[src/rtl/mac_pkg.sv]
// Shared types and default sizing for the MLP layer sequencer and its layer table.
package mac_pkg;

    localparam int MAX_L = 4;
    localparam int LW    = 2;
    localparam int DW    = 5;
    localparam int CW    = 16;

    typedef enum logic [1:0] {
        IDLE  = 2'd0,
        RUN   = 2'd1,
        FLUSH = 2'd2,
        DONE  = 2'd3
    } state_t;

    typedef struct packed {
        logic [DW-1:0] k;
        logic [CW-1:0] mn;
        logic          relu;
    } layer_cfg_t;

    function automatic layer_cfg_t cfg_default();
        layer_cfg_t c;
        c.k    = DW'(1);
        c.mn   = CW'(1);
        c.relu = 1'b1;
        return c;
    endfunction

endpackage

[src/rtl/layer_cfg_table.sv]
// Programmable layer table: one write port, asynchronous read port.
// Zero K or MN would describe an empty loop, so both are stored as 1.
module layer_cfg_table #(
    parameter int DEPTH = mac_pkg::MAX_L,
    parameter int AW    = mac_pkg::LW
) (
    input  logic                   clk,
    input  logic                   rst,
    input  logic                   we,
    input  logic [AW-1:0]          widx,
    input  logic [mac_pkg::DW-1:0] wk,
    input  logic [mac_pkg::CW-1:0] wmn,
    input  logic                   wrelu,
    input  logic [AW-1:0]          ridx,
    output logic [mac_pkg::DW-1:0] rk,
    output logic [mac_pkg::CW-1:0] rmn,
    output logic                   rrelu
);
    import mac_pkg::*;

    layer_cfg_t tbl [DEPTH];

    always_ff @(posedge clk or negedge rst) begin
        if (!rst) begin
            for (int i = 0; i < DEPTH; i++) begin
                tbl[i] <= cfg_default();
            end
        end else if (we) begin
            tbl[widx].k    <= (wk == '0)  ? DW'(1) : wk;
            tbl[widx].mn   <= (wmn == '0) ? CW'(1) : wmn;
            tbl[widx].relu <= wrelu;
        end
    end

    assign rk    = tbl[ridx].k;
    assign rmn   = tbl[ridx].mn;
    assign rrelu = tbl[ridx].relu;

endmodule

[src/rtl/mlp_layer_sequencer.sv]
// Walks every layer / output element / inner beat of a shared-MAC MLP pipeline,
// handshaking operand beats and flagging each finished dot product.
module mlp_layer_sequencer #(
    parameter int MAX_L = mac_pkg::MAX_L,
    parameter int LW    = mac_pkg::LW,
    parameter int DW    = mac_pkg::DW,
    parameter int CW    = mac_pkg::CW
) (
    input  logic          clk,
    input  logic          rst,
    input  logic          cfg_we,
    input  logic [LW-1:0] cfg_idx,
    input  logic [DW-1:0] cfg_k,
    input  logic [CW-1:0] cfg_mn,
    input  logic          cfg_relu,
    input  logic [LW:0]   num_layers,
    input  logic          start,
    output logic          busy,
    output logic          done,
    input  logic          op_valid,
    output logic          op_ready,
    output logic          mac_clr,
    output logic          mac_en,
    output logic          out_valid,
    output logic          out_relu,
    output logic [LW-1:0] out_layer,
    output logic [CW-1:0] out_idx
);
    import mac_pkg::*;

    localparam logic [LW:0] MAX_NL = (LW+1)'(MAX_L);

    state_t        state, next_state;
    logic [LW:0]   nl, nl_in;
    logic [DW-1:0] k, cur_k;
    logic [CW-1:0] m, cur_mn;
    logic [LW-1:0] l;
    logic          cur_relu;
    logic          beat, last_k, last_m, last_l;

    assign nl_in = (num_layers > MAX_NL) ? MAX_NL : num_layers;

    layer_cfg_table #(
        .DEPTH (MAX_L),
        .AW    (LW)
    ) u_tbl (
        .clk   (clk),
        .rst   (rst),
        .we    (cfg_we && (state == IDLE)),
        .widx  (cfg_idx),
        .wk    (cfg_k),
        .wmn   (cfg_mn),
        .wrelu (cfg_relu),
        .ridx  (l),
        .rk    (cur_k),
        .rmn   (cur_mn),
        .rrelu (cur_relu)
    );

    assign beat     = (state == RUN) && op_valid;
    assign last_k   = (k == cur_k - DW'(1));
    assign last_m   = (m == cur_mn - CW'(1));
    assign last_l   = ({1'b0, l} == nl - (LW+1)'(1));
    assign op_ready = (state == RUN);
    assign mac_en   = beat;
    assign mac_clr  = beat && (k == '0);
    assign done     = (state == DONE);

    always_comb begin
        next_state = state;
        case (state)
            IDLE:    if (start) next_state = (nl_in == '0) ? DONE : RUN;
            RUN:     if (beat && last_k && last_m && last_l) next_state = FLUSH;
            FLUSH:   next_state = DONE;
            DONE:    next_state = IDLE;
            default: next_state = IDLE;
        endcase
    end

    always_ff @(posedge clk or negedge rst) begin
        if (!rst) begin
            state <= IDLE;
            busy  <= 1'b0;
        end else begin
            state <= next_state;
            busy  <= (next_state != IDLE);
        end
    end

    // Result tags are captured with the last beat so the output stage sees them
    // alongside out_valid one cycle later.
    always_ff @(posedge clk or negedge rst) begin
        if (!rst) begin
            nl        <= '0;
            k         <= '0;
            m         <= '0;
            l         <= '0;
            out_valid <= 1'b0;
            out_relu  <= 1'b0;
            out_layer <= '0;
            out_idx   <= '0;
        end else begin
            out_valid <= beat && last_k;
            if (beat && last_k) begin
                out_layer <= l;
                out_idx   <= m;
                out_relu  <= cur_relu;
            end
            if ((state == IDLE) && start) begin
                nl <= nl_in;
                k  <= '0;
                m  <= '0;
                l  <= '0;
            end else if (beat) begin
                if (last_k) begin
                    k <= '0;
                    if (last_m) begin
                        m <= '0;
                        l <= l + LW'(1);
                    end else begin
                        m <= m + CW'(1);
                    end
                end else begin
                    k <= k + DW'(1);
                end
            end
        end
    end

endmodule

[config.mk]
export PLATFORM = sky130hd
export DESIGN_NAME = mlp_layer_sequencer
export DESIGN_NICKNAME = d
export VERILOG_FILES = /design/src/rtl/mac_pkg.sv /design/src/rtl/layer_cfg_table.sv /design/src/rtl/mlp_layer_sequencer.sv
export SDC_FILE = /design/constraint.sdc
export NUM_CORES = 1
export LEC_CHECK = 0
export CAP_MARGIN = 20
export CORE_MARGIN = 2
export CORE_UTILIZATION = 45
export DETAILED_ROUTE_END_ITERATION = 10
export PLACE_DENSITY = 0.75
export SKIP_CTS_REPAIR_TIMING = 1
export SYNTH_ARGS = -nofsm -noshare
export SYNTH_HDL_FRONTEND = slang
export SYNTH_SLANG_ARGS = --single-unit
[constraint.sdc]
create_clock -name clk -period 3.6 [get_ports clk]
set_input_delay 0.54 -clock clk [delete_from_list [all_inputs] [get_ports clk]]
set_output_delay 0.54 -clock clk [all_outputs]
set_load 0.01 [all_outputs]
==> flow_metrics.py, run 1 <==
metrics = {
    "drt": {
        "drtIter0Drc": 310,
        "drc": 0,
        "wl_met3_microns": 507,
        "wl_met1_microns": 6746,
        "ant_nets": 0,
        "vias": 4497,
        "wl_per_cell_microns": 18.53,
        "drt-total-wl_microns": 14790,
        "viasPerCell": 5.635,
        "top_layer": "met4",
        "met2_length_microns": 7387,
        "dr.pass1.iters": 4,
    },
    "global_routing": {
        "grt_pass1_vias": 4855,
        "grt_overflow": 0,
        "grt_max_degree": 66,
        "grt_pass1_wl_microns": 25040,
        "antenna_found_initial": 0,
        "track_usage": 0.1999,
    },
    "timing": {
        "finalSetupViolations": 0,
        "setup_tns_ns": 0,
        "finalCritPeriodShare": 0.9489,
        "finalHoldViolCount": 0,
        "relSlewSlack": 0.4589,
        "rsz0062_at_grt": "no",
        "post-route-min-period_ns": 3.416,
        "fin_ws_ns": 0.1841,
        "clock_skew_ns": 0.01320,
        "clock.fmax_ghz": 0.2927,
        "hold_slack_ns": 0.2000,
        "drv_slew": 0,
        "worst_pin_slew_ns": 0.8117,
    },
    "synth": {
        "synth_top_area_share": 0.4610,
        "synth_cells": 532,
        "ys_types": 55,
        "ys_top_cells_by_area": "dfrtp_1 (46%), mux2_2 (16%), mux4_2 (7.3%)",
        "synth_edf_count": 0,
        "ys_warn_count": 0,
        "avgSynthCellArea_sq_um": 12.75,
        "synth_largest_area_cell": "dfrtp_1",
        "async_flop_share": 1.000,
        "ys.flop_type": "dfrtp_1",
        "syn-num-nets": 570,
        "synth-seq-area-share": 0.5075,
        "netlist_area_sq_um": 6785,
        "synth-seq-cells": 137,
    },
    "power": {
        "power_mw": 3.901,
        "switching_share": 0.2607,
        "power_frac_comb": 0.135,
        "pwr-share-seq": 0.443,
        "p_sw_mw": 1.017,
        "power.static_leakage_nw": 3.752,
        "p_int_mw": 2.884,
        "peakVddDrop_v": 0.0002981,
        "power_frac_clock": 0.421,
        "p_per_area_nw_per_um2": 473.4,
    },
    "worst_setup_path": {
        "end_kind": "flip-flop",
        "worstSetupPathType": "reg2reg",
        "cp_num_cells": 12,
        "worst-path-max-fanout": 9,
        "crit_buf_inv": 4,
        "worst_path_most_repeated_cell": "buf_4",
        "crit_family": "simple AND/OR/NAND/NOR gates",
        "worstPathCellList": "buf_12, buf_4, mux4_2, nor4_4, buf_4, and4b_4, mux2i_1, o211ai_2, o41ai_4, buf_4, or4_1, a21oi_1",
        "critPathLaunchType": "flip-flop",
        "slowest_stage": "mux4_2",
        "slowest_delay_ns": 0.57,
        "startpoint": "l[0]",
        "reg2reg_from": "l[0]",
        "reg2regPathDepth": 12,
        "crit_required_ns": 3.93,
        "critPathArrivalTime_ns": 3.75,
    },
    "clock_network": {
        "clk_pin_slew_worst_paths_ns": 0.06,
        "clock_path_buffers": 2,
        "cts_tree": "yes",
        "cts_buffers": 17,
        "cts_root_buf": "clkbuf_16",
        "clk_latency_ns": 0.43,
        "ctsHtreeMaxLevel": 4,
        "clkSinkCount": 137,
    },
    "placed_design": {
        "hpwlAfterDp_microns": 10280,
        "gp_congestion": 0.8678,
        "numPortBuffers": 56,
        "pre_cts_slack_ns": -0.1131,
        "place_area_sq_um": 7625,
    },
    "floorplanning": {
        "initial_core_util": 0.4633,
        "fp.dieW_microns": 126.8,
        "die_h_microns": 126.8,
        "coreArea_sq_um": 14640,
        "pin_count": 57,
        "rows": 44,
        "dieArea_sq_um": 16080,
    },
    "status": {
        "status": "finished clean",
    },
    "final_layout": {
        "multi_input_area_sq_um": 3202,
        "final_common_cell": "dfrtp_1",
        "drive_above_1_share": 0.3225,
        "stdcell_area_sq_um": 8242,
        "layout.area.seq_sq_um": 3445,
        "area_growth_pct": 21.46,
        "mostFrequentLayoutCells": "dfrtp_1 (124), mux2_2 (98), clkdlybuf4s50_1 (55)",
        "nFillCells": 1167,
        "antenna_cells": 0,
        "final_nets": 639,
    },
    "hold_path": {
        "hp-class": "in2async",
    },
    "run": {
        "cap_violations": 0,
    },
}
-- cell usage after synthesis, types with 2 or more instances --
| cell | number |
|---|---|
| a211oi_1 | 4 |
| a21oi_1 | 8 |
| and2_1 | 4 |
| and3_1 | 4 |
| and4_1 | 6 |
| buf_2 | 7 |
| clkbuf_1 | 15 |
| dfrtp_1 | 125 |
| dfstp_2 | 12 |
| ha_1 | 6 |
| inv_1 | 11 |
| mux2_2 | 98 |
| mux2i_1 | 4 |
| mux4_2 | 22 |
| nand2_1 | 25 |
| nand2b_1 | 2 |
| nand3_1 | 11 |
| nand3b_1 | 5 |
| nand4_1 | 5 |
| nor2_1 | 37 |
| nor2b_1 | 5 |
| nor3_1 | 15 |
| nor3b_1 | 3 |
| nor4_1 | 6 |
| nor4_4 | 2 |
| nor4b_1 | 2 |
| o2111ai_1 | 5 |
| o21ai_0 | 9 |
| o21ai_1 | 3 |
| o31ai_1 | 2 |
| or3_1 | 2 |
| xnor2_1 | 24 |
| xor2_1 | 21 |
-- per-layer routing --
| layer | up-vias | global-route usage |
|---|---|---|
| met4 | 0 | 0.06723 |
| met3 | 13 | 0.05399 |
| met1 | 2323 | 0.2649 |
| met5 | - | 0 |
| li1 | 2080 | - |
| met2 | 81 | 0.3218 |
-- through the flow --
step,util,cells
floorplan,-,532
global placement,0.5207,765
detailed placement,0.5207,765
CTS,0.5591,797
global route,0.5628,798
finish,0.5628,798
-- power by group through the flow --
stage                     clock network (mW)  registers [mW]  logic, mW
after global routing                    1.75            1.74      0.586
final                                   1.64            1.73      0.528
after floorplan                            0            1.73      0.329
after CTS                               1.68            1.73      0.522
after detailed placement                   0            1.75      0.512
after global placement                     0            1.75      0.487
-- worst reg2reg max path, stage by stage (launching register included) --
cell	delay [ns]
dfrtp_2	0.42
buf_12	0.16
buf_4	0.16
mux4_2	0.57
nor4_4	0.33
buf_4	0.17
and4b_4	0.25
mux2i_1	0.09
o211ai_2	0.19
o41ai_4	0.14
buf_4	0.18
or4_1	0.49
a21oi_1	0.16
-- cell type report --
cell class,instances,area share
clock buffer,19,0.05374
timing repair buffer,77,0.09185
tap,184,0.02793
multi-input combinational,356,0.3885
sequential,137,0.4179
inverter,12,0.005465
clock inverter,13,0.01457
-- registers in the layout, indices dropped and copies added (netlist names) --
register	flops
out_valid	1
nl	3
out_layer	2
out_relu	1
busy	1
m	16
k	5
state	2
u_tbl.tbl	88
out_idx	16
l	2
-- cell families (layout without fill, tap and decap cells) --
family	after synthesis	count (layout)	synth area share
XOR/XNOR	45	45	0.05809
flip-flops	137	137	0.5075
AO/OA/AOI/OAI	41	41	0.04204
AND/OR/NAND/NOR	140	140	0.1134
buffers and inverters	39	121	0.02637
adder cells (fa/ha/maj)	6	6	0.01106
multiplexers	124	124	0.2416
-- path summary, 6_finish.rpt --
| check | to | slack [ns] |
|---|---|---|
| min in group clk | out_layer[0] | 0.47 |
| hold reg to reg | out_layer[0] | 0.47 |
| setup / recovery | l[1] | 0.18 |
| max in group asynchronous | u_tbl.tbl[67] | 2.49 |
| hold / removal | u_tbl.tbl[34] | 0.20 |
| setup reg to reg | l[1] | 0.18 |
Note: power is estimated with default switching activity, not from simulation.
==> run 2: changes to the inputs <==
--- a/config.mk
+++ b/config.mk
@@ -6,8 +6,9 @@
 export NUM_CORES = 1
 export LEC_CHECK = 0
 export CAP_MARGIN = 20
-export CORE_MARGIN = 2
+export CORE_MARGIN = 5
 export CORE_UTILIZATION = 45
+export CTS_CLUSTER_DIAMETER = 80
 export DETAILED_ROUTE_END_ITERATION = 10
 export PLACE_DENSITY = 0.75
 export SKIP_CTS_REPAIR_TIMING = 1
==> run 2 against run 1 <==
Compared with the run above: combinational power decreased by 3%; critical path depth is 1 higher; count of clock-buffer cells in the layout is 3 higher; setup slack improved by 0.10 ns; first-iteration DRC count up 15%; wire length decreased by 2.4%; global-route usage shrank 2.4 points.
==> flow_metrics.py, run 2 (synthesis gave the netlist of run 1 again) <==
metrics = {
    "global_routing": {
        "grt_overflow": 0,
        "grt_pass1_wl_microns": 24810,
        "grt_pass1_vias": 4842,
        "track_usage": 0.1757,
        "grt_max_degree": 88,
        "antenna_found_initial": 0,
    },
    "clock_network": {
        "cts_buffers": 17,
        "ctsHtreeMaxLevel": 4,
        "cts_tree": "yes",
        "cts_root_buf": "clkbuf_16",
        "clkSinkCount": 137,
        "clk_pin_slew_worst_paths_ns": 0.06,
        "clk_latency_ns": 0.42,
        "clock_path_buffers": 2,
    },
    "worst_setup_path": {
        "startpoint": "l[0]",
        "end_kind": "flip-flop",
        "worst-path-max-fanout": 18,
        "slowest_delay_ns": 0.54,
        "crit_family": "simple AND/OR/NAND/NOR gates",
        "slowest_stage": "mux4_2",
        "worstSetupPathType": "reg2reg",
        "reg2reg_from": "l[0]",
        "worstPathCellList": "buf_6, mux4_2, inv_1, ha_1, nand3b_1, a211oi_1, o311ai_1, or2_1, inv_2, buf_4, nand2_1, or4_1, a21oi_1",
        "crit_required_ns": 3.94,
        "critPathArrivalTime_ns": 3.65,
        "crit_buf_inv": 4,
        "critPathLaunchType": "flip-flop",
    },
    "placed_design": {
        "gp_congestion": 0.8608,
        "pre_cts_slack_ns": 0.01036,
        "numPortBuffers": 56,
        "hpwlAfterDp_microns": 10230,
    },
    "final_layout": {
        "nFillCells": 1186,
        "final_common_cell": "dfrtp_1",
        "largestRegisters": "u_tbl.tbl (88), m (16), out_idx (16)",
        "largest_register_ff_count": 88,
        "drive_above_1_share": 0.3130,
        "final_nets": 633,
        "area_growth_pct": 21.26,
        "mostFrequentLayoutCells": "dfrtp_1 (124), mux2_2 (98), clkdlybuf4s50_1 (55)",
        "antenna_cells": 0,
        "regMostFlops": "u_tbl.tbl",
    },
    "power": {
        "peakVddDrop_v": 0.0003200,
        "power_mw": 3.984,
        "p_sw_mw": 0.9834,
        "pwr-share-seq": 0.434,
        "power_frac_clock": 0.437,
        "power_frac_comb": 0.129,
        "p_int_mw": 3.001,
        "power.static_leakage_nw": 3.740,
        "p_per_area_nw_per_um2": 484.2,
        "switching_share": 0.2468,
    },
    "floorplanning": {
        "fp.dieW_microns": 132.8,
        "dieArea_sq_um": 17630,
        "coreArea_sq_um": 14640,
        "rows": 44,
        "pin_count": 57,
        "die_h_microns": 132.8,
        "initial_core_util": 0.4633,
    },
    "timing": {
        "worst_pin_slew_ns": 0.6255,
        "post-route-min-period_ns": 3.316,
        "finalCritPeriodShare": 0.9212,
        "clock.fmax_ghz": 0.3016,
        "clock_skew_ns": 0.01238,
        "relSlewSlack": 0.5830,
        "rsz0062_at_grt": "no",
        "drv_slew": 0,
        "finalHoldViolCount": 0,
        "fin_ws_ns": 0.2838,
        "finalSetupViolations": 0,
    },
    "run": {
        "cap_violations": 0,
    },
    "drt": {
        "viasPerCell": 5.757,
        "dr.pass1.iters": 4,
        "drt-total-wl_microns": 14430,
        "vias": 4554,
        "drc": 0,
        "drtIter0Drc": 356,
        "ant_nets": 0,
        "wl_per_cell_microns": 18.24,
    },
    "hold_path": {
        "hp-class": "in2async",
    },
    "status": {
        "status": "finished clean",
    },
}
run 2: layer usage:
| metal | global-route usage | wire length [microns] |
|---|---|---|
| met1 | 0.2383 | 6573 |
| met4 | 0.05831 | 201 |
| met5 | 0 | 0 |
| met2 | 0.2745 | 6953 |
| met3 | 0.04784 | 701 |
run 2: cell type report:
type,instances,area [sq um],share of cell area
clock inverters,9,112.6,0.01369
flip-flops and latches,137,3445,0.4186
clock buffers,22,484.2,0.05885
multi-input cells,356,3196,0.3884
well taps,184,230.2,0.02798
repair buffers,71,715.7,0.08698
inverters,12,45.04,0.005474
run 2: worst paths after layout:
kind | end | slack [ns] | depth (start not counted)
min | u_tbl.tbl[78] | 0.05 | 1
max in group asynchronous | u_tbl.tbl[44] | 2.73 | 2
max | l[1] | 0.28 | 13
max reg2reg | l[1] | 0.28 | 13
min in group clk | out_layer[0] | 0.48 | 2
min reg2reg | out_layer[0] | 0.48 | 2
run 2: stage by stage:
stage                     hold slack (ns)  cells  utilization  cell area (sq um)  setup TNS [ns]
after global placement             0.4677    760       0.5192               7604               0
after global routing              0.08169    791       0.5619               8228               0
after CTS                         0.05052    791       0.5600               8200         -0.1062
after detailed placement           0.4759    760       0.5192               7604               0
final                             0.04573    791       0.5619               8228               0
after floorplan                    0.2444    532            -               6785               0
run 2: power by group through the flow:
stage / clock [mW] / combinational [mW] / sequential (mW)
floorplan: 0 / 0.329 / 1.73
global placement: 0 / 0.484 / 1.75
detailed placement: 0 / 0.509 / 1.75
CTS: 1.78 / 0.512 / 1.73
global route: 1.85 / 0.572 / 1.74
finish: 1.74 / 0.514 / 1.73
==> run 3: changes to the inputs <==
--- a/config.mk
+++ b/config.mk
@@ -12,6 +12,7 @@
 export DETAILED_ROUTE_END_ITERATION = 10
 export PLACE_DENSITY = 0.75
 export SKIP_CTS_REPAIR_TIMING = 1
+export SLEW_MARGIN = 20
 export SYNTH_ARGS = -nofsm -noshare
 export SYNTH_HDL_FRONTEND = slang
 export SYNTH_SLANG_ARGS = --single-unit
==> results of run 3 <==
The final DEF is identical to that of run 2; final timing and power are the same.
